===== src/rtl/ram_arbiter_pkg.sv =====
// ram_arb_pkg: shared state encoding and width helper for the RAM arbiter
package ram_arb_pkg;

    typedef enum logic {
        IDLE,
        OWN
    } state_t;

    // Index width that stays legal (at least one bit) even for a single port.
    function automatic int owner_w(input int n);
        return (n > 1) ? $clog2(n) : 1;
    endfunction

endpackage


===== src/rtl/ram_arbiter_if.sv =====
// ram_arbiter_if: requester bundle plus RAM macro strobes for the arbiter
interface ram_arbiter_if #(
    parameter int NUM_PORTS = 3,
    parameter int ADDR_W    = 32,
    parameter int DATA_W    = 32
);
    import ram_arb_pkg::*;

    localparam int OWNER_W = owner_w(NUM_PORTS);

    logic                        prio_mode_i;
    logic [NUM_PORTS-1:0]        port_en_i;
    logic [NUM_PORTS-1:0]        req_i;
    logic [NUM_PORTS-1:0]        we_i;
    logic [NUM_PORTS*ADDR_W-1:0] addr_i;
    logic [NUM_PORTS*DATA_W-1:0] wdata_i;
    logic [NUM_PORTS-1:0]        gnt_o;
    logic [NUM_PORTS-1:0]        rvalid_o;
    logic [DATA_W-1:0]           rdata_o;
    logic [OWNER_W-1:0]          owner_o;
    logic                        busy_o;
    logic                        ram_en_o;
    logic                        ram_we_o;
    logic [ADDR_W-1:0]           ram_addr_o;
    logic [DATA_W-1:0]           ram_data_o;
    logic [DATA_W-1:0]           ram_data_i;

    modport slave (
        input  prio_mode_i, port_en_i, req_i, we_i, addr_i, wdata_i, ram_data_i,
        output gnt_o, rvalid_o, rdata_o, owner_o, busy_o,
               ram_en_o, ram_we_o, ram_addr_o, ram_data_o
    );

    modport master (
        output prio_mode_i, port_en_i, req_i, we_i, addr_i, wdata_i, ram_data_i,
        input  gnt_o, rvalid_o, rdata_o, owner_o, busy_o,
               ram_en_o, ram_we_o, ram_addr_o, ram_data_o
    );

endinterface


===== src/rtl/ram_arbiter_rr_pick.sv =====
// rr_pick: combinational round-robin picker, first request at or after ptr
module rr_pick #(
    parameter int N = 3,
    parameter int W = 2
) (
    input  logic [N-1:0] req,
    input  logic [W-1:0] ptr,
    output logic [N-1:0] hot,
    output logic [W-1:0] idx,
    output logic         valid
);

    // Scan N slots starting at ptr, wrapping, and keep the first hit.
    always_comb begin
        hot   = '0;
        idx   = '0;
        valid = 1'b0;
        for (int i = 0; i < N; i++) begin
            if (!valid && req[(int'(ptr) + i) % N]) begin
                valid                     = 1'b1;
                idx                       = W'((int'(ptr) + i) % N);
                hot[(int'(ptr) + i) % N]  = 1'b1;
            end
        end
    end

endmodule


===== src/rtl/ram_arbiter.sv =====
// ram_arbiter: time-shares one single-port RAM among NUM_PORTS requesters
module ram_arbiter
    import ram_arb_pkg::*;
#(
    parameter int NUM_PORTS = 3,
    parameter int ADDR_W    = 32,
    parameter int DATA_W    = 32,
    parameter int BURST_MAX = 8
) (
    input logic          wb_clk_i,
    input logic          wb_rst_i,
    ram_arbiter_if.slave bus
);

    localparam int OW = owner_w(NUM_PORTS);

    state_t               state, state_nxt;
    logic [OW-1:0]        owner, owner_nxt, rr_ptr, rr_ptr_nxt, pick_idx;
    logic [NUM_PORTS-1:0] owner_hot, owner_hot_nxt;
    logic [7:0]           count, count_nxt;
    logic [NUM_PORTS-1:0] elig, gnt, rvalid, pick_req, pick_hot;
    logic                 pick_valid, prio_zero, own_elig, gnt_any, last_beat, preempt;
    logic [ADDR_W-1:0]    own_addr;
    logic [DATA_W-1:0]    own_wdata;

    assign elig      = bus.req_i & bus.port_en_i;
    assign prio_zero = bus.prio_mode_i && elig[0];
    // In priority mode port 0 is handled separately, so the picker only sees the others.
    assign pick_req  = bus.prio_mode_i ? (elig & ~NUM_PORTS'(1)) : elig;

    rr_pick #(.N(NUM_PORTS), .W(OW)) u_pick (
        .req   (pick_req),
        .ptr   (rr_ptr),
        .hot   (pick_hot),
        .idx   (pick_idx),
        .valid (pick_valid)
    );

    assign gnt       = (state == OWN) ? (owner_hot & elig) : '0;
    assign gnt_any   = |gnt;
    assign own_elig  = |(owner_hot & elig);
    assign last_beat = (count == 8'(BURST_MAX - 1));
    assign preempt   = prio_zero && (owner != '0);
    assign own_addr  = bus.addr_i[int'(owner) * ADDR_W +: ADDR_W];
    assign own_wdata = bus.wdata_i[int'(owner) * DATA_W +: DATA_W];

    // Next ownership: pick a winner in IDLE, release after the last beat, loss of eligibility or preemption.
    always_comb begin
        state_nxt     = state;
        owner_nxt     = owner;
        owner_hot_nxt = owner_hot;
        rr_ptr_nxt    = rr_ptr;
        count_nxt     = count;
        if (state == IDLE) begin
            if (prio_zero || pick_valid) begin
                state_nxt     = OWN;
                count_nxt     = '0;
                owner_nxt     = prio_zero ? '0 : pick_idx;
                owner_hot_nxt = prio_zero ? NUM_PORTS'(1) : pick_hot;
            end
        end else begin
            count_nxt = gnt_any ? count + 8'd1 : count;
            if (!own_elig || (gnt_any && last_beat) || preempt) begin
                state_nxt  = IDLE;
                rr_ptr_nxt = OW'((int'(owner) + 1) % NUM_PORTS);
            end
        end
    end

    // Ownership registers plus the read-valid strobe one cycle behind an accepted read.
    always_ff @(posedge wb_clk_i or posedge wb_rst_i) begin
        if (wb_rst_i) begin
            state     <= IDLE;
            owner     <= '0;
            owner_hot <= '0;
            rr_ptr    <= '0;
            count     <= '0;
            rvalid    <= '0;
        end else begin
            state     <= state_nxt;
            owner     <= owner_nxt;
            owner_hot <= owner_hot_nxt;
            rr_ptr    <= rr_ptr_nxt;
            count     <= count_nxt;
            rvalid    <= gnt & ~bus.we_i;
        end
    end

    assign bus.gnt_o      = gnt;
    assign bus.rvalid_o   = rvalid;
    assign bus.rdata_o    = bus.ram_data_i;
    assign bus.owner_o    = owner;
    assign bus.busy_o     = (state == OWN);
    assign bus.ram_en_o   = gnt_any;
    assign bus.ram_we_o   = gnt_any & bus.we_i[owner];
    assign bus.ram_addr_o = gnt_any ? own_addr : '0;
    assign bus.ram_data_o = gnt_any ? own_wdata : '0;

endmodule


===== src/flat_wrapper.sv =====
// flat-port wrapper written by rule: the top's interface ports become plain ports
module ram_arbiter_flat import ram_arb_pkg::*;
#(
    parameter int NUM_PORTS = 3,
    parameter int ADDR_W    = 32,
    parameter int DATA_W    = 32,
    parameter int BURST_MAX = 8
)
  (wb_clk_i, wb_rst_i, bus_prio_mode_i, bus_port_en_i, bus_req_i, bus_we_i, bus_addr_i, bus_wdata_i, bus_ram_data_i, bus_gnt_o, bus_rvalid_o, bus_rdata_o, bus_owner_o, bus_busy_o, bus_ram_en_o, bus_ram_we_o, bus_ram_addr_o, bus_ram_data_o);
  ram_arbiter_if #(.NUM_PORTS(NUM_PORTS), .ADDR_W(ADDR_W), .DATA_W(DATA_W)) bus_i ();
  input logic wb_clk_i;
  input logic wb_rst_i;
  input wire logic [$bits(bus_i.prio_mode_i)-1:0] bus_prio_mode_i;
  input wire logic [$bits(bus_i.port_en_i)-1:0] bus_port_en_i;
  input wire logic [$bits(bus_i.req_i)-1:0] bus_req_i;
  input wire logic [$bits(bus_i.we_i)-1:0] bus_we_i;
  input wire logic [$bits(bus_i.addr_i)-1:0] bus_addr_i;
  input wire logic [$bits(bus_i.wdata_i)-1:0] bus_wdata_i;
  input wire logic [$bits(bus_i.ram_data_i)-1:0] bus_ram_data_i;
  output wire logic [$bits(bus_i.gnt_o)-1:0] bus_gnt_o;
  output wire logic [$bits(bus_i.rvalid_o)-1:0] bus_rvalid_o;
  output wire logic [$bits(bus_i.rdata_o)-1:0] bus_rdata_o;
  output wire logic [$bits(bus_i.owner_o)-1:0] bus_owner_o;
  output wire logic [$bits(bus_i.busy_o)-1:0] bus_busy_o;
  output wire logic [$bits(bus_i.ram_en_o)-1:0] bus_ram_en_o;
  output wire logic [$bits(bus_i.ram_we_o)-1:0] bus_ram_we_o;
  output wire logic [$bits(bus_i.ram_addr_o)-1:0] bus_ram_addr_o;
  output wire logic [$bits(bus_i.ram_data_o)-1:0] bus_ram_data_o;
  assign bus_i.prio_mode_i = bus_prio_mode_i;
  assign bus_i.port_en_i = bus_port_en_i;
  assign bus_i.req_i = bus_req_i;
  assign bus_i.we_i = bus_we_i;
  assign bus_i.addr_i = bus_addr_i;
  assign bus_i.wdata_i = bus_wdata_i;
  assign bus_i.ram_data_i = bus_ram_data_i;
  assign bus_gnt_o = bus_i.gnt_o;
  assign bus_rvalid_o = bus_i.rvalid_o;
  assign bus_rdata_o = bus_i.rdata_o;
  assign bus_owner_o = bus_i.owner_o;
  assign bus_busy_o = bus_i.busy_o;
  assign bus_ram_en_o = bus_i.ram_en_o;
  assign bus_ram_we_o = bus_i.ram_we_o;
  assign bus_ram_addr_o = bus_i.ram_addr_o;
  assign bus_ram_data_o = bus_i.ram_data_o;
  ram_arbiter #(.NUM_PORTS(NUM_PORTS), .ADDR_W(ADDR_W), .DATA_W(DATA_W), .BURST_MAX(BURST_MAX)) u_core (.wb_clk_i(wb_clk_i), .wb_rst_i(wb_rst_i), .bus(bus_i));
endmodule

===== config.mk =====
export PLATFORM = sky130hd
export DESIGN_NAME = ram_arbiter_flat
export DESIGN_NICKNAME = d
export VERILOG_FILES = /design/src/rtl/ram_arbiter_pkg.sv /design/src/rtl/ram_arbiter_if.sv /design/src/rtl/ram_arbiter_rr_pick.sv /design/src/rtl/ram_arbiter.sv /design/src/flat_wrapper.sv
export SDC_FILE = /design/constraint.sdc
export NUM_CORES = 1
export LEC_CHECK = 0
export CAP_MARGIN = 20
export CORE_AREA = 2 2 132 134
export CTS_CLUSTER_SIZE = 25
export DETAILED_ROUTE_END_ITERATION = 8
export DIE_AREA = 0 0 134 136
export PLACE_DENSITY = 0.68
export SETUP_SLACK_MARGIN = 0.5
export SLEW_MARGIN = 20
export SYNTH_ARGS = -nofsm -noshare
export SYNTH_HDL_FRONTEND = slang
export SYNTH_HIERARCHICAL = 1
export SYNTH_SLANG_ARGS = --single-unit

===== constraint.sdc =====
create_clock -name wb_clk_i -period 3 [get_ports wb_clk_i]
set_clock_uncertainty 0.15 [all_clocks]
set_input_delay 0.3 -clock wb_clk_i [delete_from_list [all_inputs] [get_ports wb_clk_i]]
set_output_delay 0.3 -clock wb_clk_i [all_outputs]
set_load 0.01 [all_outputs]

## Yosys cells after proc, flatten, opt, wreduce, memory -nomap -nowiden

Cells that the tools add are included.

| cells by class | value |
|---|---|
| add/sub/neg operators | 4 |
| divide/modulo/power cells | 4 |
| $lt $le $gt $ge | 7 |
| equal/unequal tests | 2 |
| shift-type cells | 2 |
| multiplexer cells | 38 |
| bitwise operators | 8 |
| reduce and logical (&&, ||, !) cells | 21 |

Operators with widths:

| kind | number |
|---|---|
| 96-bit by 8-bit variable part select with 32-bit output | 2 |
| 32-bit by 1-bit >= comparator with 1-bit output (second input constant) | 3 |
| 32-bit by 4-bit less-than comparator with 1-bit output (second input constant) | 3 |
| 32-bit by 3-bit modulo with 32-bit output (second input constant) | 3 |
| 32-bit 2-to-1 mux | 2 |
| 3-bit by 3-bit modulo with 32-bit output (second input constant) | 1 |
| 8-bit 2-to-1 mux | 3 |
| 1-bit 2-to-1 mux | 17 |
| 3-bit 2-to-1 mux | 5 |
| 3-bit AND | 3 |
| 8-bit by 1-bit adder with 8-bit output (second input constant) | 1 |
| 1-bit binary-select mux with 2-bit select | 4 |
| 8-bit by 3-bit equality test with 1-bit output (second input constant) | 1 |
| 1-bit logical AND | 8 |
| 2-bit 2-to-1 mux | 4 |
| 2-bit by 1-bit adder with 3-bit output (second input constant) | 2 |
| 1-bit demux with 2-bit select | 3 |
| 3-bit OR | 2 |
| 2-bit AND reduction | 3 |
| 3-bit OR reduction | 2 |
| 2-bit nonzero test | 2 |
| 2-bit by 2-bit adder with 3-bit output (second input constant) | 1 |
| 1-bit zero test | 3 |
| 1-bit logical OR | 3 |
| 5 further kinds | 5 |

| storage, ports and cells | value |
|---|---|
| bits in registers | 19 |
| input bits | 236 |
| word-level logic and storage cells | 92 |

## Logic depth before layout (Yosys ltp)

Gate-level depths: netlist of run 1.

| logic depth | value |
|---|---|
| depth in word-level cells | 15 |
| mapped depth | 12 |

## Cells and area by module

The synthesis of run 1 kept the hierarchy.

Modules (own cells, without submodules):

| module | instances | cells an instance | area an instance (sq um) | sequential area each (sq um) |
|---|---|---|---|---|
| ram_arbiter | 1 | 422 | 2805.2 | 475.5 |
| rr_pick | 1 | 52 | 381.6 | 0.0 |

## Least setup slack after synthesis of run 1

No wires, ideal clock.

| path | value |
|---|---|
| path type | reg-to-reg |
| start point | register u_core.rr_ptr[0] |
| end point | register u_core.count[6] |
| setup time | 0.104 ns |
| arrival | 1.986 ns |
| required time | 2.746 ns |
| path slack | 0.760 ns |
| stages on the path, launching flop included | 12 |
| period minus slack after synthesis | 2.240 ns |
| cells stage by stage | dfrtp_1 > inv_1 > ha_1 > clkbuf_8 > a22o_2 > a211oi_1 > o21bai_1 > a31oi_1 > or2_1 > clkbuf_1 > o311ai_1 > o41ai_2 |

| on the way | value |
|---|---|
| word-level cells in the longest chain between the ends | 14 |
| elaborated cells on any way between the ends | 24 |
| classes of those cells | 2 x add/sub; 3 x div; 12 x mux; 7 x reduce/logical |

Ends and longest elaborated chain:

| what | RTL line | RTL |
|---|---|---|
| start: declaration | ram_arbiter.sv:18 | `logic [OW-1:0] owner, owner_nxt, rr_ptr, rr_ptr_nxt, pick_idx;` |
| start signal: assignment | ram_arbiter.sv:83 | `rr_ptr <= rr_ptr_nxt;` |
| branches (longest 10 deep; another with 32-bit by 3-bit modulo with 32-bit output) | - |  |
| 1-bit 2-to-1 mux * | ram_arbiter_rr_pick.sv:19 | `if (!valid && req[(int'(ptr) + i) % N]) begin` |
| via u_core.pick_valid | ram_arbiter.sv:22 | `logic pick_valid, prio_zero, own_elig, gnt_any, last_beat, preempt;` |
| 1-bit logical OR * | ram_arbiter.sv:55 | `if (prio_zero \|\| pick_valid) begin` |
| 2-bit nonzero test (no source line) * | - |  |
| 2-bit AND reduction (no source line) * | - |  |
| end signal: assignment | ram_arbiter.sv:84 | `count <= count_nxt;` |
| end: declaration | ram_arbiter.sv:20 | `logic [7:0] count, count_nxt;` |

Mark *: on every way through the listed nets, which the timed path passes. The select of a mux whose other input is x is not followed.
A chain may end at the register's enable or synchronous reset.

## Worst setup path in the final report of run 1

| path | value |
|---|---|
| start point | register u_core.owner[1] (netlist: u_core/bus.owner_o[1]) |
| end point | output bus_ram_data_o[3] |

| on the way | value |
|---|---|
| word-level cells in the longest chain between the ends | 2 |

Ends and longest elaborated chain:

| what | RTL line | RTL |
|---|---|---|
| start: declaration | ram_arbiter.sv:18 |  |
| start signal: assignment | ram_arbiter.sv:81 | `owner <= owner_nxt;` |
| 96-bit by 8-bit variable part select with 32-bit output | ram_arbiter.sv:45 | `assign own_wdata = bus.wdata_i[int'(owner) * DATA_W +: DATA_W];` |
| 32-bit 2-to-1 mux | ram_arbiter.sv:97 | `assign bus.ram_data_o = gnt_any ? own_wdata : '0;` |
| end: declaration | flat_wrapper.sv:28 | `output wire logic [$bits(bus_i.ram_data_o)-1:0] bus_ram_data_o;` |

No other way between the ends.

==> results of run 1 <==
[state kept, by name, summed over array words and instances (netlist names)]
signal and cells:
u_core/rr_ptr 2, u_core/bus.owner_o 2, u_core/owner_hot 3, u_core/bus.busy_o 1
u_core/count 8, u_core/bus.rvalid_o 3
[layout make-up]
cell class              instances  area [um2]  area share
repair buffers                304        3074      0.4902
diodes                          4       10.01    0.001596
multi-input cells             373        2287      0.3647
clock buffers                   3       75.07     0.01197
clock inverters                 1       5.005   0.0007981
inverters                      15       57.56    0.009178
flip-flops and latches         19       480.5     0.07662
well taps                     225       281.5     0.04489
[logic make-up (layout without fill, tap and decap cells)]
family                     after synthesis  count (layout)
other                                    0               4
buffers and inverters                   82             323
AOI/OAI and AO/OA                      102             102
xor gates and xnor gates                 1               1
muxes                                   71              71
adders and majority gates                7               7
and+or+nand+nor                        192             192
DFF                                     19              19
[through the flow]
stage               area (um2)  setup slack, ns  total power (W)  instances
CTS                       6222           0.3974         0.002736        940
global route              6271           0.3547         0.002947        944
finish                    6271           0.4535         0.002711        944
global placement          6043           0.2822         0.002388        925
detailed placement        6043           0.2663         0.002384        925
floorplan                 3187           0.7602         0.001534        474
[layout by cell type (no fill, tap or decap), types with 9 or more instances in the layout]
cell	count
dlymetal6s2s_1	9
a21oi_1	70
dfrtp_1	17
mux2i_1	66
clkdlybuf4s50_1	212
buf_4	16
nor2_1	145
nand2_1	11
dlygate4sd2_1	57
inv_1	14
nand3_1	13
[worst reg2reg max path: stages, from the launching register on]
cell and delay (ns):
dfrtp_1 0.41, inv_1 0.10, ha_2 0.30, mux2i_4 0.32, mux2i_4 0.10, o21bai_1 0.19, a31oi_2 0.21, or2_1 0.26
o311ai_1 0.16, o41ai_2 0.07
[power groups by stage]
stage | clock network (W) | logic [W] | registers, W
finish | 0.000282 | 0.00207 | 0.000358
global route | 0.000304 | 0.00228 | 0.000365
CTS | 0.000290 | 0.00209 | 0.000357
detailed placement | 0 | 0.00200 | 0.000383
global placement | 0 | 0.00201 | 0.000382
floorplan | 0 | 0.00118 | 0.000350
[routing by layer]
layer / vias to the layer above / global-route usage / wire [um]
met4: 0 / 0.05437 / 331
met1: 1956 / 0.1985 / 6294
met3: 28 / 0.03281 / 870
li1: 2085 / - / -
met2: 154 / 0.3479 / 9750
met5: - / 0 / 0
[timing repair]
action | CTS | global route
gates resized for setup | 66 | 13
cloned | 1 | 0
setup buffers | 10 | 0
pin swaps | 2 | 0
setup endpoints to repair | 68 | 23
[path summary, 6_finish.rpt]
check / startpoint / end / depth (start not counted)
worst max-delay path: u_core/bus.owner_o[1] / bus_ram_data_o[3] / 7
worst min-delay path: u_core/count[7] / u_core/count[7] / 1
worst max register to register: u_core/rr_ptr[1] / u_core/count[6] / 9
worst min register to register: u_core/count[7] / u_core/count[7] / 1
max in group asynchronous: wb_rst_i / u_core/bus.owner_o[1] / 2
min in group asynchronous: wb_rst_i / u_core/owner_hot[2] / 2
==> results.py, run 1 <==
metrics = {
    "status": {
        "status": "finished, final reports clean",
    },
    "grt": {
        "grt_antenna_before_repair": 4,
        "grt_max_degree": 68,
        "grt_use_total": 0.1799,
        "grt_pass1_vias": 4123,
        "globalRoute.totalOverflow": 0,
        "grt_pass1_wl_mm": 24.65,
    },
    "pwr": {
        "p_sw_w": 0.001191,
        "p_clk_frac": 0.104,
        "internal_power_w": 0.001520,
        "power_frac_seq": 0.132,
        "leakagePower_nw": 2.834,
        "power.density_mw_per_mm2": 432.3,
        "p_sw_frac": 0.4392,
        "peakVddDrop_v": 0.0003338,
        "p_comb_frac": 0.764,
    },
    "detailed_routing": {
        "postRouteAntennaNets": 0,
        "num_vias": 4223,
        "first_pass_iters": 6,
        "wirelength_mm": 17.25,
        "drt_iter0_drc": 188,
        "route.detailed.drc": 0,
        "viasPerCell": 4.474,
        "wire_per_inst_um": 18.27,
    },
    "place": {
        "hpwl_mm": 14.18,
        "gp_congestion": 0.8287,
        "io_buffers": 278,
    },
    "worst_setup_path": {
        "crit_family": "buffers and inverters",
        "cp-start-kind": "flip-flop",
        "slowest_stage": "clkdlybuf4s50_1",
        "cp_max_fo": 31,
        "cp_common_cell": "nor2_1",
        "r2r_slack_ns": 0.65,
        "max_stage_delay_ns": 0.55,
        "critPathArrivalTime_ns": 2.10,
        "timing.critical_path.buf_inv": 3,
        "crit_chain": "buf_4 > buf_16 > mux2i_1 > nor2_1 > a21oi_2 > nor2_1 > clkdlybuf4s50_1",
        "critPathRequiredTime_ns": 2.55,
        "critPathCaptureType": "output port",
        "path_class": "reg2out",
    },
    "synth": {
        "async_flop_share": 1.000,
        "synth_seq_cells": 19,
        "synthAdderAreaFrac": 0.02748,
        "yosys_warnings": 6,
        "syn-num-nets": 717,
        "synthSimpleGateAreaFrac": 0.2528,
        "synth_edf_count": 0,
        "synth_top_area_frac": 0.2136,
        "seq_area_frac_synth": 0.1492,
        "syn_area_mm2": 0.003187,
        "synth_most_common_cell": "nor2_1",
        "synth_flop_cell": "dfrtp_1",
        "netlist-cell-type-count": 52,
        "syn_area_per_cell_um2": 6.723,
        "yosys-top-cells-count": "nor2_1 (146), a21oi_1 (74), mux2i_1 (68), buf_4 (34), dfrtp_1 (19)",
        "netlist_instances": 474,
        "synth_area_leaders": "mux2i_1 (21%), nor2_1 (17%), dfrtp_1 (15%), a21oi_1 (12%), buf_4 (8.0%)",
        "synthMuxAreaShare": 0.2313,
        "synthXorXnorAreaFrac": 0.002748,
        "synth_compound_area_frac": 0.1861,
        "synth_top_family_by_area": "simple AND/OR/NAND/NOR gates",
        "yosysTopAreaCell": "mux2i_1",
    },
    "floorplan": {
        "floorplan.initialDensity": 0.1888,
        "rows": 48,
        "die_w_um": 134,
        "dieArea_mm2": 0.01822,
        "pin_count": 343,
        "core_mm2": 0.01688,
        "die_h_um": 136,
    },
    "cts": {
        "clockBufferDepth": 2,
        "cts-root-buf": "clkbuf_16",
        "numCtsBuffers": 3,
        "hold_buffers": 0,
        "clkTransAtPathRegs_ns": 0.06,
        "clkSinkCount": 19,
        "clkLatencyLatePin_ns": 0.25,
        "htreeDepth": 1,
        "cts_tree": "done",
    },
    "timing": {
        "fin_setup_tns_ns": 0,
        "fin_crit_ns": 2.546,
        "max_freq_mhz": 392.7,
        "hold_violations": 0,
        "setup_viol_count_final": 0,
        "fin_crit_sh": 0.8488,
        "rsz0062_at_grt": "yes",
        "maxSlewViolCount": 0,
        "max-slew-margin-rel": 0.4793,
        "worst_pin_slew_ns": 0.7802,
        "holdWs_ns": 0.3436,
    },
    "hold_path": {
        "hold_path_class": "reg2reg",
    },
    "layout": {
        "final_core_utilization": 0.3716,
        "area_delta_synth_final_pct": 96.78,
        "fillers": 1781,
        "fin_nets": 959,
        "drive_gt1_frac": 0.07273,
    },
    "flow_run": {
        "drv_cap": 0,
    },
}
(Power assumes the default switching activity.)
==> inputs of run 2 (changes only) <==
Settings changed: PLACE_DENSITY 0.68 to 0.7.
Clock period 3 ns to 2.1 ns, I/O delays scaled along.
==> run 2 against run 1 <==
Against the previous run:
- the run now ends with setup timing left
- non-clock buffer count rose by 124
- final area rose by 42%
- sequential power rose by 49%
- via count rose by 18%
- final cell count rose by 13%
- critical path depth rose by 3
- critical endpoint is now u_core/count[4]
- largest power group unchanged
==> results.py, run 2 (synthesis results as in run 1) <==
metrics = {
    "status": {
        "status": "finished with violations",
        "violations": "setup timing",
    },
    "worst_setup_path": {
        "critPathRequiredTime_ns": 2.09,
        "timing.critical_path.buf_inv": 2,
        "crit_family": "flip-flops",
        "slowest_stage": "dfrtp_2",
        "critPathArrivalTime_ns": 2.18,
        "crit_chain": "buf_6 > ha_4 > mux2i_4 > mux2i_4 > o21bai_4 > a31oi_4 > buf_6 > nor2_4 > nor2_4 > a22o_1",
        "path_class": "reg2reg",
        "cp_max_fo": 7,
        "max_stage_delay_ns": 0.43,
        "cp-start-kind": "flip-flop",
        "critPathCaptureType": "flip-flop",
    },
    "layout": {
        "fin_nets": 1083,
        "mostFrequentLayoutCells": "clkdlybuf4s50_1 (200), buf_6 (83), nor2_1 (75), buf_4 (67), mux2i_1 (64)",
        "top_register": "u_core/count",
        "area_delta_synth_final_pct": 179.7,
        "drive_gt1_frac": 0.4875,
        "largest_reg_flops": 8,
        "final_common_cell": "clkdlybuf4s50_1",
    },
    "floorplan": {
        "rows": 48,
        "die_w_um": 134,
        "die_h_um": 136,
        "pin_count": 343,
        "floorplan.initialDensity": 0.1888,
        "dieArea_mm2": 0.01822,
        "core_mm2": 0.01688,
    },
    "cts": {
        "clkLatencyLatePin_ns": 0.25,
        "clockBufferDepth": 2,
        "cts_tree": "done",
        "hold_buffers": 0,
        "clkTransAtPathRegs_ns": 0.05,
        "htreeDepth": 1,
        "clkSinkCount": 19,
        "cts-root-buf": "clkbuf_16",
        "numCtsBuffers": 3,
    },
    "detailed_routing": {
        "wirelength_mm": 20.42,
        "drt_iter0_drc": 162,
        "wl_met1_mm": 7.937,
        "wire_per_inst_um": 19.18,
        "postRouteAntennaNets": 0,
        "wl_met2_mm": 10.07,
        "first_pass_iters": 4,
        "viasPerCell": 4.671,
        "num_vias": 4975,
        "top_layer": "met5",
        "wl_met3_mm": 1.891,
        "route.detailed.drc": 0,
    },
    "timing": {
        "hold_violations": 0,
        "setup_viol_count_final": 49,
        "max-slew-margin-rel": 0.7573,
        "max_freq_mhz": 457.3,
        "rsz0062_at_grt": "yes",
        "setup_slack_ns": -0.08672,
        "fin_setup_tns_ns": -1.369,
        "fin_crit_sh": 1.041,
        "worst_pin_slew_ns": 0.3601,
        "maxSlewViolCount": 0,
        "fin_crit_ns": 2.187,
    },
    "pwr": {
        "power_w": 0.006564,
        "leakagePower_nw": 3.565,
        "peakVddDrop_v": 0.0003577,
        "power.density_mw_per_mm2": 736.6,
    },
    "grt": {
        "grt_pass1_vias": 4707,
        "globalRoute.totalOverflow": 0,
        "grt_max_degree": 26,
        "grt_use_total": 0.1842,
        "grt_pass1_wl_mm": 26.10,
        "grt_antenna_before_repair": 2,
    },
    "place": {
        "io_buffers": 278,
        "gp_congestion": 0.8777,
        "hpwl_mm": 13.04,
    },
    "hold_path": {
        "hold_path_class": "in2async",
    },
    "flow_run": {
        "drv_cap": 0,
    },
}
[run 2: path summary, 6_finish.rpt]
path                                          from                     to  slack, ns  depth (start not counted)
max in group asynchronous                 wb_rst_i  u_core/bus.owner_o[1]       1.42                          3
worst min register to register     u_core/count[7]        u_core/count[7]       0.37                          1
worst max-delay path              u_core/rr_ptr[0]        u_core/count[4]      -0.09                         10
worst min-delay path                      wb_rst_i       u_core/rr_ptr[1]       0.14                          3
min in group wb_clk_i           bus_ram_data_i[12]        bus_rdata_o[12]       0.27                          0
worst max register to register    u_core/rr_ptr[0]        u_core/count[4]      -0.09                         10
[run 2: final cells by class]
type	instances	area, um2
fillers	1448	7964
repair buffers	428	4715
multi-input cells	373	3276
flip-flops and latches	19	484.2
well taps	225	281.5
clock buffers	3	75.07
inverters	15	73.82
clock inverters	1	5.005
diodes	1	2.502
[run 2: power by group]
part	total (W)	switching (W)	internal, W
Clock	0.000401	0.000145	0.000256
Combinational	0.00563	0.00256	0.00307
Sequential	0.000534	0.0000890	0.000445
[run 2: repair_timing]
| item | in CTS | in global routing |
|---|---|---|
| pin swaps | 21 | 42 |
| resized for setup | 401 | 155 |
| setup buffers | 32 | 34 |
| setup endpoints to repair | 88 | 86 |
| endpoints found under the hold margin | 0 | 0 |
| gates cloned | 10 | 11 |
[run 2: per-stage QoR]
stage / utilization / hold slack, ns / std cells / area [um2] / worst slack [ns]
2_1_floorplan: - / 0.01113 / 474 / 3654 / -0.06644
3_3_place_gp: 0.4044 / 0.2701 / 973 / 6825 / -0.3446
3_5_place_dp: 0.4044 / 0.2701 / 973 / 6825 / -0.3810
4_1_cts: 0.4629 / 0.1404 / 1019 / 7812 / -0.1142
5_1_grt: 0.5280 / 0.1759 / 1064 / 8910 / -0.1825
6_report: 0.5281 / 0.1350 / 1065 / 8912 / -0.08672
[run 2: worst min-delay path, cell delays in order]
cell and delay (ns):
clkdlybuf4s50_1 0.39, inv_1 0.05, buf_4 0.27
[run 2: routing by layer]
layer / up-vias / global-route usage
li1: 2337 / -
met1: 2349 / 0.2325
met2: 249 / 0.3174
met3: 38 / 0.05220
met4: 2 / 0.02955
met5: - / 0
